### src/rtl/fetch_pc_gen_pkg.sv
// Shared constants, next-PC select encoding and the PC alignment helper for the fetch PC generator.
package fetch_pc_gen_pkg;

    localparam int          PC_W             = 32;
    localparam logic [31:0] DEFAULT_RESET_PC = 32'h4000_0000;
    localparam logic [31:0] INSTR_BYTES      = 32'd4;

    typedef enum logic [2:0] {
        NPC_RESET = 3'd0,
        NPC_REDIR = 3'd1,
        NPC_HOLD  = 3'd2,
        NPC_PRED  = 3'd3,
        NPC_SEQ   = 3'd4
    } npc_sel_e;

    function automatic logic [PC_W-1:0] align_pc(input logic [PC_W-1:0] pc);
        return {pc[PC_W-1:2], 2'b00};
    endfunction

endpackage

### src/rtl/fetch_perf_counters.sv
// Redirect event counters; compiled in only when FETCH_PERF_EN is defined, otherwise outputs read 0.
module fetch_perf_counters
    import fetch_pc_gen_pkg::*;
(
    input  logic            clk,
    input  logic            rst,
    input  logic            pred_inc,
    input  logic            flush_inc,
    output logic [PC_W-1:0] perf_pred_redir,
    output logic [PC_W-1:0] perf_flush_redir
);

`ifdef FETCH_PERF_EN
    logic [31:0] pred_cnt_r;
    logic [31:0] flush_cnt_r;

    // Free-running wrapping event counters
    always_ff @(posedge clk) begin
        if (rst) begin
            pred_cnt_r  <= 32'd0;
            flush_cnt_r <= 32'd0;
        end else begin
            if (pred_inc) begin
                pred_cnt_r <= pred_cnt_r + 32'd1;
            end
            if (flush_inc) begin
                flush_cnt_r <= flush_cnt_r + 32'd1;
            end
        end
    end

    assign perf_pred_redir  = pred_cnt_r;
    assign perf_flush_redir = flush_cnt_r;
`else
    logic unused_inputs_s;
    assign unused_inputs_s  = ^{clk, rst, pred_inc, flush_inc};
    assign perf_pred_redir  = 32'd0;
    assign perf_flush_redir = 32'd0;
`endif

endmodule

### src/rtl/fetch_pc_gen.sv
// Fetch PC generator with IF/ID/EX prediction handoff; optional perf counters under FETCH_PERF_EN.
module fetch_pc_gen
    import fetch_pc_gen_pkg::*;
#(
    parameter logic [31:0] RESET_PC = DEFAULT_RESET_PC
) (
    input  logic            clk,
    input  logic            rst,
    input  logic            id_stall,
    input  logic [PC_W-1:0] id_target,
    input  logic            id_target_taken,
    input  logic            redir_valid,
    input  logic [PC_W-1:0] redir_target,
    output logic [PC_W-1:0] if_addr,
    output logic [PC_W-1:0] id_pc,
    output logic            id_valid,
    output logic            ex_pred_taken,
    output logic [PC_W-1:0] ex_pred_target,
    output logic [PC_W-1:0] perf_pred_redir,
    output logic [PC_W-1:0] perf_flush_redir
);

    npc_sel_e        npc_sel_s;
    logic [PC_W-1:0] next_pc_s;
    logic            pred_redir_s;
    logic            pred_hit_s;
    logic [PC_W-1:0] pc_r;
    logic [PC_W-1:0] id_pc_r;
    logic            id_valid_r;
    logic            ex_pred_taken_r;
    logic [PC_W-1:0] ex_pred_target_r;

    assign pred_hit_s = id_valid_r & id_target_taken;

    // Next-PC source selection in strict priority order
    always_comb begin
        npc_sel_s = NPC_SEQ;
        if (rst) begin
            npc_sel_s = NPC_RESET;
        end else if (redir_valid) begin
            npc_sel_s = NPC_REDIR;
        end else if (id_stall) begin
            npc_sel_s = NPC_HOLD;
        end else if (pred_hit_s) begin
            npc_sel_s = NPC_PRED;
        end else begin
            npc_sel_s = NPC_SEQ;
        end
    end

    assign pred_redir_s = (npc_sel_s == NPC_PRED);

    // Next-PC value mux; every loaded PC is word aligned
    always_comb begin
        next_pc_s = pc_r;
        case (npc_sel_s)
            NPC_RESET: next_pc_s = align_pc(RESET_PC);
            NPC_REDIR: next_pc_s = align_pc(redir_target);
            NPC_HOLD:  next_pc_s = pc_r;
            NPC_PRED:  next_pc_s = align_pc(id_target);
            NPC_SEQ:   next_pc_s = align_pc(pc_r + INSTR_BYTES);
            default:   next_pc_s = align_pc(RESET_PC);
        endcase
    end

    // PC register
    always_ff @(posedge clk) begin
        pc_r <= next_pc_s;
    end

    // IF->ID handoff; redirects squash the fetch in flight even when stalled
    always_ff @(posedge clk) begin
        if (rst) begin
            id_pc_r    <= 32'd0;
            id_valid_r <= 1'b0;
        end else if (redir_valid) begin
            id_valid_r <= 1'b0;
            if (!id_stall) begin
                id_pc_r <= pc_r;
            end
        end else if (!id_stall) begin
            id_pc_r    <= pc_r;
            id_valid_r <= ~pred_hit_s;
        end
    end

    // ID->EX prediction handoff; a back-end redirect always drops the carried prediction
    always_ff @(posedge clk) begin
        if (rst) begin
            ex_pred_taken_r  <= 1'b0;
            ex_pred_target_r <= 32'd0;
        end else begin
            if (!id_stall) begin
                ex_pred_target_r <= id_target;
            end
            if (redir_valid) begin
                ex_pred_taken_r <= 1'b0;
            end else if (!id_stall) begin
                ex_pred_taken_r <= pred_hit_s;
            end
        end
    end

    assign if_addr        = pc_r;
    assign id_pc          = id_pc_r;
    assign id_valid       = id_valid_r;
    assign ex_pred_taken  = ex_pred_taken_r;
    assign ex_pred_target = ex_pred_target_r;

    fetch_perf_counters u_perf (
        .clk              (clk),
        .rst              (rst),
        .pred_inc         (pred_redir_s),
        .flush_inc        (redir_valid & ~rst),
        .perf_pred_redir  (perf_pred_redir),
        .perf_flush_redir (perf_flush_redir)
    );

endmodule
### config.mk
export PLATFORM = sky130hd
export DESIGN_NAME = fetch_pc_gen
export DESIGN_NICKNAME = d
export VERILOG_FILES = /design/src/rtl/fetch_pc_gen_pkg.sv /design/src/rtl/fetch_perf_counters.sv /design/src/rtl/fetch_pc_gen.sv
export SDC_FILE = /design/constraint.sdc
export NUM_CORES = 1
export LEC_CHECK = 0
export BUFFER_PORTS_ARGS = -buffer_cell sky130_fd_sc_hd__buf_2
export CORE_MARGIN = 8
export CORE_UTILIZATION = 46
export DETAILED_ROUTE_END_ITERATION = 10
export GPL_TIMING_DRIVEN = 1
export MAX_ROUTING_LAYER = met4
export PLACE_DENSITY = 0.8
export SYNTH_ARGS = -nofsm -noshare
export SYNTH_HDL_FRONTEND = slang
export SYNTH_SLANG_ARGS = --single-unit
export TNS_END_PERCENT = 30
### constraint.sdc
create_clock -name clk -period 1.9 [get_ports clk]
set_input_delay 0.38 -clock clk [delete_from_list [all_inputs] [get_ports clk]]
set_output_delay 0.38 -clock clk [all_outputs]
set_load 0.02 [all_outputs]
==> impl_metrics.py <==
metrics = {
    "layout": {
        "drive_gt1_share_pct": 32.8,
        "area_delta_synth_final_pct": 22.7,
        "layout.nets": 714,
        "final_util_pct": 56.9,
        "final_cell_area_um2": 5740,
        "fill_cells": 958,
        "stdcell_count": 785,
        "n_antenna_cell": 0,
    },
    "sta": {
        "rsz0062_at_grt": "no",
        "finalHoldViolations": 0,
        "fmax_mhz": 564,
        "hold_slack_ps": 264,
        "layout_worst_path_cycle_share_pct": 93.3,
        "finClkSkew_ps": 7.71,
        "fin_crit_ps": 1770,
        "setup_viol": 0,
        "slew_headroom_pct": 29.6,
        "maxSlewViolCount": 0,
        "tightestPinTransition_ps": 1050,
        "tns_ps": 0,
    },
    "hold_path": {
        "hold_depth": 3,
        "hp-class": "in2reg",
    },
    "route": {
        "ant_nets": 0,
        "route.detailed.drc": 0,
        "dr.first_iter.drc_count": 237,
        "finalWirelength_um": 13200,
        "wire_per_inst_um": 16.8,
        "vias_per_cell": 4.95,
        "num_vias": 3883,
        "drt_pass1_iterations": 5,
    },
    "clock_tree": {
        "clock-root-buffer": "clkbuf_8",
        "cts.htree.levels": 3,
        "cts.sink_count": 94,
        "path_clk_slew_ps": 90,
        "cts_hold_buffers": 0,
        "cts_buffer_depth": 2,
        "cts_made_buffers": 9,
        "insertion_delay_ps": 360,
        "cts_tree": "yes",
    },
    "pwr": {
        "swShare_pct": 30.0,
        "max-vdd-ir-drop_mv": 0.398,
        "p_leak_nw": 2.84,
        "p_seq_share_pct": 51.3,
        "p_per_area_nw_per_um2": 778,
        "power.internal_mw": 3.13,
        "p_sw_mw": 1.34,
        "power_frac_comb_pct": 20.4,
        "clock_power_share_pct": 28.3,
    },
    "floorplan": {
        "initial_core_util_pct": 46.4,
        "num_io_pins": 231,
        "placementRows": 37,
        "fp.dieH_um": 117,
        "dieArea_um2": 13700,
        "chipWidth_um": 117,
        "coreArea_um2": 10100,
    },
    "synthesis": {
        "synth-seq-area-share_pct": 46.6,
        "yosys_most_used_dff": "dfxtp_1",
        "synth_most_common_cell": "buf_4",
        "syn_area_per_cell_um2": 10.0,
        "yosys-top-cells-area": "dfxtp_1 (27%), edfxtp_1 (19%), mux2i_1 (13%)",
        "yosys_warnings": 0,
        "synth_area_leader_cell": "dfxtp_1",
        "synth_edf_count": 30,
        "postSynth.asyncResetShare_pct": 0,
        "synthTopCellsByCount": "buf_4 (68), nor2_1 (66), dfxtp_1 (64)",
        "syn_area_um2": 4680,
        "synth_top_area_share_pct": 27.4,
        "synth-seq-cells": 94,
        "netlist-cell-type-count": 32,
        "syn_inst": 466,
    },
    "grt": {
        "grt_max_degree": 63,
        "grt_usage_pct": 19.2,
        "antenna_found_initial": 0,
        "grt_pass1_vias": 3822,
        "grt_pass1_wl_um": 19700,
        "grt-ovfl-total": 0,
    },
    "worst_setup_path": {
        "cp_top_family": "simple AND/OR/NAND/NOR gates",
        "required_ps": 2010,
        "setup.worst_path.end_class": "flop",
        "crit_fanout": 6,
        "worstRegToRegCells": 5,
        "cp_num_cells": 5,
        "critPathBufInv": 0,
        "critPathKind": "reg2reg",
        "critical_path.cell_chain": "nand2_1 > nor3_2 > nand3_1 > xor2_1 > o21ai_1",
        "cp.arrival_ps": 1890,
        "slowest_delay_ps": 470,
        "cp_slowest_cell": "edfxtp_1",
        "cp-start-kind": "flop",
    },
    "run": {
        "drv_cap": 0,
    },
    "place": {
        "numPortBuffers": 160,
        "place_area_um2": 5530,
        "dp_hpwl_um": 10300,
        "place_inst": 768,
        "gp_congestion": 0.858,
    },
    "status": {
        "status": "finished, final reports clean",
    },
}
-- placed cells by master, fill, tap and decap left out, types with 2 or more instances in the layout --
cell type  instances
a21oi_1            2
xnor2_1            3
buf_4             32
nor2_1            66
clkbuf_8           9
dfxtp_1           64
xor2_1            25
nor2b_2            2
nor3_2             2
nor4_1             2
nand3_1           15
inv_1              3
o21ai_0           13
mux2i_1           62
clkbuf_1           5
and3_1             4
a22oi_1           27
nand4_1           11
and2_1             2
nor3_1             3
a221o_1            2
o21ai_1           16
buf_2            159
edfxtp_1          30
conb_1            68
nand2_1           12
-- state kept, by name (all words and copies together) (netlist names) --
signal          count
ex_pred_target     32
if_addr            30
id_valid            1
id_pc              30
ex_pred_taken       1
-- repair_timing --
action | in CTS | in global routing
buffers inserted | 0 | 1
resized for setup | 0 | 4
setup endpoints to repair | 0 | 2
-- metal layers --
metal / track usage, % / up-vias / share of wire, %
met5: - / - / 0
met4: 5.97 / 0 / 1.0
met3: 2.82 / 9 / 6.9
met2: 30.9 / 191 / 50
met1: 24.4 / 1837 / 42
li1: - / 1846 / -
-- final cells by class --
class	instances	area, um2	area share [%]
inverter	3	11.3	0.196
tap	136	170	2.96
clock inverter	2	35.0	0.610
multi-input combinational	344	2150	37.4
clock buffer	14	143	2.48
timing repair buffer	192	1060	18.4
sequential	94	2180	38.0
-- path summary, 6_finish.rpt --
path	from	endpoint	slack (ps)
max	if_addr[9]	if_addr[20]	130
min	id_target[1]	ex_pred_target[1]	260
max reg2reg	if_addr[9]	if_addr[20]	130
min reg2reg	ex_pred_taken	ex_pred_taken	470
-- power by group through the flow --
stage | Sequential, mW | Clock (mW) | Combinational (mW)
2_1_floorplan | 2.51 | 0 | 0.476
3_3_place_gp | 2.33 | 0 | 0.888
3_5_place_dp | 2.34 | 0 | 0.906
4_1_cts | 2.29 | 1.30 | 0.908
5_1_grt | 2.31 | 1.37 | 0.982
6_report | 2.29 | 1.26 | 0.913
-- worst reg2reg max path, cell delays in order, from the launching register on --
cell and delay [ps]:
edfxtp_1 470, nand2_1 210, nor3_2 410, nand3_1 170, xor2_1 200, o21ai_1 80
-- metrics by stage --
step	power (mW)	setup slack, ps
after CTS	4.50	64.0
final	4.47	127
after detailed placement	3.24	-18.8
after global placement	3.21	46.8
after floorplan	2.98	123
after global routing	4.66	9.85
-- kinds of logic after synthesis --
logic type,count (synthesis),share of synthesized area [%]
XOR/XNOR,28,5.24
AO/OA/AOI/OAI,61,8.24
AND/OR/NAND/NOR,124,12.8
flip-flops,94,46.6
multiplexers,62,13.3
adder cells (fa/ha/maj),1,0.267
other,1,0.0801
buffers and inverters,95,13.5
Power figures use the tool's default switching activity.
